$ cat src/rtl/fifo_reg_rd_arb.sv
// Two-requester read port onto the FIFO status registers.
// One read is in flight at a time: IDLE (grant), CAPTURE (sample), RESP (hold until consumed).
module fifo_reg_rd_arb #(
    parameter int ADDR    = 10,
    parameter int ERRPTR  = 4,
    parameter int WIDTH   = 32,
    parameter int ERRDATA = 6
) (
    input  logic               clk,
    input  logic               rst_n,

    input  logic               req0_valid,
    input  logic [2:0]         req0_addr,
    output logic               req0_ready,
    output logic               rsp0_valid,
    output logic [WIDTH-1:0]   rsp0_data,
    output logic               rsp0_err,
    input  logic               rsp0_ready,

    input  logic               req1_valid,
    input  logic [2:0]         req1_addr,
    output logic               req1_ready,
    output logic               rsp1_valid,
    output logic [WIDTH-1:0]   rsp1_data,
    output logic               rsp1_err,
    input  logic               rsp1_ready,

    input  logic [WIDTH-1:0]   fifo_out_reg,
    input  logic [ERRDATA-1:0] data_err_idx_reg,
    input  logic [ADDR-1:0]    wr_ptr_reg,
    input  logic [ERRPTR-1:0]  wr_ptr_err_idx_reg,
    input  logic [ADDR-1:0]    rd_ptr_reg,
    input  logic [ERRPTR-1:0]  rd_ptr_err_idx_reg,

    output logic [15:0]        err_cnt
);

    typedef enum logic [1:0] {
        IDLE    = 2'd0,
        CAPTURE = 2'd1,
        RESP    = 2'd2
    } state_t;

    state_t            state;
    state_t            state_nxt;
    logic              owner;
    logic              last_grant;
    logic              sel;
    logic              any_valid;
    logic              own_rsp_ready;
    logic [2:0]        addr_q;
    logic [WIDTH-1:0]  data_q;
    logic              err_q;
    logic [15:0]       err_cnt_q;
    logic [WIDTH-1:0]  rd_data;
    logic              rd_err;

    function automatic logic [15:0] sat_inc16(input logic [15:0] v);
        return (v == 16'hFFFF) ? v : v + 16'd1;
    endfunction

    // On a tie the requester that was not served last wins.
    assign any_valid     = req0_valid | req1_valid;
    assign sel           = (req0_valid & req1_valid) ? ~last_grant : req1_valid;
    assign own_rsp_ready = owner ? rsp1_ready : rsp0_ready;

    always_comb begin
        rd_data = '0;
        rd_err  = 1'b0;
        case (addr_q)
            3'd0:    rd_data = fifo_out_reg;
            3'd1:    rd_data = WIDTH'(data_err_idx_reg);
            3'd2:    rd_data = WIDTH'(wr_ptr_reg);
            3'd3:    rd_data = WIDTH'(wr_ptr_err_idx_reg);
            3'd4:    rd_data = WIDTH'(rd_ptr_reg);
            3'd5:    rd_data = WIDTH'(rd_ptr_err_idx_reg);
            default: rd_err  = 1'b1;
        endcase
    end

    always_ff @(posedge clk or negedge rst_n) begin
        if (!rst_n) state <= IDLE;
        else        state <= state_nxt;
    end

    always_comb begin
        state_nxt  = state;
        req0_ready = 1'b0;
        req1_ready = 1'b0;
        case (state)
            IDLE: begin
                if (any_valid) begin
                    req0_ready = ~sel;
                    req1_ready = sel;
                    state_nxt  = CAPTURE;
                end
            end
            CAPTURE: state_nxt = RESP;
            RESP: begin
                if (own_rsp_ready) state_nxt = IDLE;
            end
            default: state_nxt = IDLE;
        endcase
    end

    // Grant stage: latch owner and address on the handshake edge.
    always_ff @(posedge clk or negedge rst_n) begin
        if (!rst_n) begin
            owner      <= 1'b0;
            last_grant <= 1'b1;
            addr_q     <= '0;
        end else begin
            if (state == IDLE && any_valid) begin
                owner  <= sel;
                addr_q <= sel ? req1_addr : req0_addr;
            end
            if (state == RESP && own_rsp_ready) last_grant <= owner;
        end
    end

    // Capture stage: registers are sampled once; the response stays frozen afterwards.
    always_ff @(posedge clk or negedge rst_n) begin
        if (!rst_n) begin
            data_q    <= '0;
            err_q     <= 1'b0;
            err_cnt_q <= '0;
        end else if (state == CAPTURE) begin
            data_q <= rd_data;
            err_q  <= rd_err;
            if (rd_err) err_cnt_q <= sat_inc16(err_cnt_q);
        end
    end

    assign rsp0_valid = (state == RESP) & ~owner;
    assign rsp1_valid = (state == RESP) & owner;
    assign rsp0_data  = rsp0_valid ? data_q : '0;
    assign rsp1_data  = rsp1_valid ? data_q : '0;
    assign rsp0_err   = rsp0_valid & err_q;
    assign rsp1_err   = rsp1_valid & err_q;
    assign err_cnt    = err_cnt_q;

endmodule

$ cat config.mk
export PLATFORM = sky130hd
export DESIGN_NAME = fifo_reg_rd_arb
export DESIGN_NICKNAME = d
export VERILOG_FILES = /design/src/rtl/fifo_reg_rd_arb.sv
export SDC_FILE = /design/constraint.sdc
export NUM_CORES = 1
export LEC_CHECK = 0
export ABC_AREA = 0
export CORE_MARGIN = 8
export CORE_UTILIZATION = 44
export CTS_BUF_LIST = sky130_fd_sc_hd__clkbuf_4 sky130_fd_sc_hd__clkbuf_8
export DETAILED_ROUTE_END_ITERATION = 8
export PLACE_DENSITY_LB_ADDON = 0.05
export SLEW_MARGIN = 40
export SYNTH_ARGS = -nofsm -noshare
export SYNTH_HDL_FRONTEND = slang
export SYNTH_SLANG_ARGS = --single-unit
$ cat constraint.sdc
create_clock -name clk -period 2.6 [get_ports clk]
set_input_delay 0.52 -clock clk [delete_from_list [all_inputs] [get_ports clk]]
set_output_delay 0.52 -clock clk [all_outputs]
set_load 0.02 [all_outputs]
Word-level counts from Yosys, hierarchy flattened. Cells that the tools add are included.

Equal/unequal tests: 10. Multiplexer cells: 14. Reductions and logical operators: 7. Bitwise gates (word level): 11. $add $sub $neg: 1.

Operator list (number): 32-bit one-hot mux with 6 select lines (1); 32-bit 2-to-1 mux (2); 16-bit by 1-bit adder with 16-bit output (second input constant) (1); 16-bit equality test (second input constant) (1); 1-bit 2-to-1 mux (7); 3-bit by 2-bit equality test with 1-bit output (second input constant) (2); 3-bit equality test (second input constant) (2); 2-bit one-hot mux with 3 select lines (1); 6-bit OR reduction (1); 1-bit AND (5); 1-bit inverter (5); 2-bit 2-to-1 mux (2); 2-bit != test (second input constant) (2); 3-bit by 1-bit equality test with 1-bit output (second input constant) (1); 3-bit zero test (1); 3-bit 2-to-1 mux (1); 3-bit AND reduction (1); 2-bit by 1-bit equality test with 1-bit output (second input constant) (1); 2-bit equality test (second input constant) (1); 1-bit logical AND (2); 2-bit zero test (1); 2-bit AND reduction (1); 1-bit OR (1).

Register bits: 56. Output and inout port bits: 86.

Longest topological paths before layout.
Word-level depth: 5. Mapped depth: 6. Mapped depth without buffers: 5.

Worst setup path before layout. No wires, ideal clock.

Kind: reg-to-output. Start point: reg state[0]. End point: out rsp0_data[22]. Buffers on the path: 1. Stages on the path, launching flop included: 5. Slack: 0.653 ns. Data required time: 2.080 ns. Data arrival time: 1.427 ns. Cell sequence: dfrtp_1 nand2b_1 nor2_1 clkbuf_1 and2_1.

Cells in the longest elaborated chain, start to end: 3.

Ends and longest elaborated chain: start: declaration (RTL line 44) `state_t state;`; start signal: assignment (RTL line 83) `else state <= state_nxt;`; 2-bit equality test (RTL line 134) `assign rsp0_valid = (state == RESP) & ~owner;`; 1-bit AND (RTL line 134); net rsp0_valid (RTL line 15) `output logic rsp0_valid,`; 32-bit 2-to-1 mux (RTL line 136) `assign rsp0_data = rsp0_valid ? data_q : '0;`; end: declaration (RTL line 16) `output logic [WIDTH-1:0] rsp0_data,`.

The timed path passes the listed nets, and every way through them passes these cells.

Worst setup path after layout.
Start point: reg state[0]. End point: out rsp1_data[7].

Cells in the longest elaborated chain, start to end: 3.

Ends and longest elaborated chain: 2-bit equality test (RTL line 135) `assign rsp1_valid = (state == RESP) & owner;`; 1-bit AND (RTL line 135); 32-bit 2-to-1 mux (RTL line 137) `assign rsp1_data = rsp1_valid ? data_q : '0;`; end: declaration (RTL line 24) `output logic [WIDTH-1:0] rsp1_data,`.

No other way between the ends.

==> metrics.cfg <==
[floorplanning]
start_util_pct=44.6
ios=164
dieArea_sq_mm=0.0102
row_count=31
fp.coreArea_sq_mm=0.00710
die_y_microns=101
die_w_microns=101

[clocking]
cts_resized=34
htreeDepth=2
cts_tree=built
clock_latency_ns=0.31
clockBufferDepth=2
cts_setup_buffers=0
cts_hold_buf=0
cts_root_buf=clkbuf_8
clk_pin_slew_ns=0.10
cts_buffers=5
clock-sinks=56

[global_route]
antenna_found_initial=0
grt_pass1_vias=3160
grt_usage_pct=20.0
use_met2_pct=33.4
grt_max_degree=39
use_met1_pct=24.5
grt_overflow=0
busiest_layer=met2
grtUsageMet3_pct=6.08
grt_pass1_wl_microns=16300

[power_and_ir_drop]
powerDensity_mw_per_mm2=718
p_switching_mw=1.46
p_leak_nw=2.49
combPwrFrac_pct=50.1
swShare_pct=40.4
clkPwrFrac_pct=14.0
power.internal_mw=2.15
vdd_ir_drop_max_mv=0.434
sequentialPowerShare_pct=35.9

[min_path]
hold_path.class=input pin to asynchronous set/reset pin

[synthesis]
syn-num-nets=398
yosys-top-cells-area=dfrtp_1 43%, a22o_1 7.2%, and2_1 6.7%
syn_area_sq_mm=0.00317
yosysTopAreaCell=dfrtp_1
yosysMostFrequentCell=dfrtp_1
yosys_warnings=0
synth-edff-count=0
synthFlopType=dfrtp_1
synth_cells=319
synthDistinctLibCells=50
synth_seq_cells=56
postSynthAreaPerCell_sq_um=9.92
yosysTopAreaCellShare_pct=43.5
synthTopCellsByCount=55 x dfrtp_1, 34 x and2_1, 34 x and3_1
synth_seq_area_share_pct=44.3
ys_async_sr_fraction_pct=100

[drt]
vias=3075
drt_wl_total_microns=10100
dr.pass1.iters=4
antenna_left=0
post_drt_wl_per_cell_microns=17.5
drc=0
drt_iter0_drc=64
via_per_inst=5.32

[cells_and_area]
layout.cells.non_filler=578
final_core_util_pct=70.8
drive_gt1_share_pct=9.39
antennaDiodeCount=0
area_delta_synth_final_pct=58.8
num-nets-final=557
finalInstanceArea_sq_mm=0.00503

[sta]
rsz0062_at_grt=false
setup_tns_ns=0
max-slew-margin-rel_pct=58.4
setup_viol=0
hold_violations=0
slew_viol_final=0
fin_skew_ns=0.00564
timing.fmax_mhz=399
max_slew.worst_pin.slew_ns=0.622
period_needed_ns=2.51
finalCritPeriodShare_pct=96.4

[worst_setup_path]
critPathRequiredTime_ns=2.08
worstPathArrival_ns=1.99
critPathLaunchType=register
crit_path_end_kind=output port
crit_type=register to output port
path_cells=nor2b_4, buf_12, and3_1, clkdlybuf4s50_1
crit_slowest_cell=clkdlybuf4s50_1
cpPeakStageDelay_ns=0.63
crit_family=buffers and inverters
critPathMaxFanout=34
path_buf_inv=2

[flow_run]
drv_cap=0

[placed_design]
gp_congestion=0.833
numPortBuffers=163
placed_area_sq_mm=0.00495
detailed_place_hpwl_microns=7990
placed_cells=570

[status]
outcome=completed

## registers in the layout, summed over array words and instances (netlist names)
name and flops:
last_grant 1, err_q 1, owner 1, state 2, addr_q 3, data_q 32
err_cnt 16
## power groups by stage
stage	clock network (mW)	registers [mW]	logic, mW
after CTS	0.517	1.29	1.82
final	0.504	1.29	1.81
after global routing	0.550	1.33	1.98
after global placement	0	1.30	1.81
after detailed placement	0	1.31	1.85
after floorplan	0	1.25	1.14
## worst reg2reg max path, cell delays in order (launching register included)
cell and delay [ns]:
dfrtp_1 0.43, ha_1 0.19, nand2_1 0.15, nor2_1 0.52, nand4_1 0.21, mux2_2 0.32
## cell families (layout without fill, tap and decap cells)
kind of cell / after synthesis / in the layout / share of synthesized area (%)
AND/OR/NAND/NOR: 136 / 136 / 26.1
AO/OA/AOI/OAI: 69 / 69 / 16.3
flip-flops: 56 / 56 / 44.3
buffers and inverters: 30 / 190 / 3.72
multiplexers: 17 / 17 / 6.40
XOR/XNOR: 10 / 10 / 2.77
adder cells (fa/ha/maj): 1 / 1 / 0.395
## metal layers
metal	vias up	part of all wire, %
met1	1473	43
met5	-	0
li1	1470	-
met4	0	1.3
met2	123	48
met3	9	8.3
## placed cells by master, fill, tap and decap left out, drive strengths merged, types with 2 or more instances in the layout
| cell | instances |
|---|---|
| nor3 | 6 |
| a32oi | 2 |
| nor2 | 9 |
| nor2b | 3 |
| nand2b | 5 |
| inv | 6 |
| mux4 | 2 |
| mux2i | 9 |
| nand4 | 3 |
| a2bb2oi | 3 |
| and2 | 34 |
| o31a | 2 |
| a22o | 26 |
| o21ai | 11 |
| o22ai | 2 |
| xor2 | 7 |
| o2bb2ai | 2 |
| mux2 | 6 |
| nor4 | 3 |
| a22oi | 3 |
| clkdlybuf4s50 | 125 |
| nand2 | 26 |
| xnor2 | 3 |
| dlymetal6s2s | 4 |
| clkbuf | 6 |
| a21oi | 9 |
| nand3 | 6 |
| dfrtp | 55 |
| buf | 15 |
| o211ai | 3 |
| and3 | 35 |
| dlygate4sd2 | 33 |
## path summary, 6_finish.rpt
path / slack [ns] / start / cells after the start / end
max in group asynchronous: 1.79 / rst_n / 2 / last_grant$_DFFE_PN1P_
worst max register to register: 0.66 / err_cnt[0]$_DFFE_PN0P_ / 5 / err_cnt[12]$_DFFE_PN0P_
min in group clk: 0.51 / data_q[0]$_DFFE_PN0P_ / 2 / data_q[0]$_DFFE_PN0P_
worst min register to register: 0.51 / data_q[0]$_DFFE_PN0P_ / 2 / data_q[0]$_DFFE_PN0P_
worst max-delay path: 0.09 / state[0]$_DFFE_PN0P_ / 4 / rsp1_data[7]
worst min-delay path: 0.15 / rst_n / 1 / data_q[19]$_DFFE_PN0P_
## metrics by stage
stage	worst slack, ns	hold WS (ns)	power (mW)
final	0.0947	0.146	3.61
after global routing	0.00909	0.165	3.86
after CTS	0.0338	0.154	3.63
after detailed placement	0.00219	0.490	3.16
after global placement	0.0386	0.474	3.11
after floorplan	0.653	0.224	2.39
## layout make-up
type	count	area, sq um
Fill cell	607	2070
Inverter	5	18.8
Sequential cell	56	1400
Tap cell	99	124
Timing Repair Buffer	177	1720
Clock inverter	2	13.8
Clock buffer	6	82.6
Multi-Input combinational cell	233	1670
(Power assumes the default switching activity.)
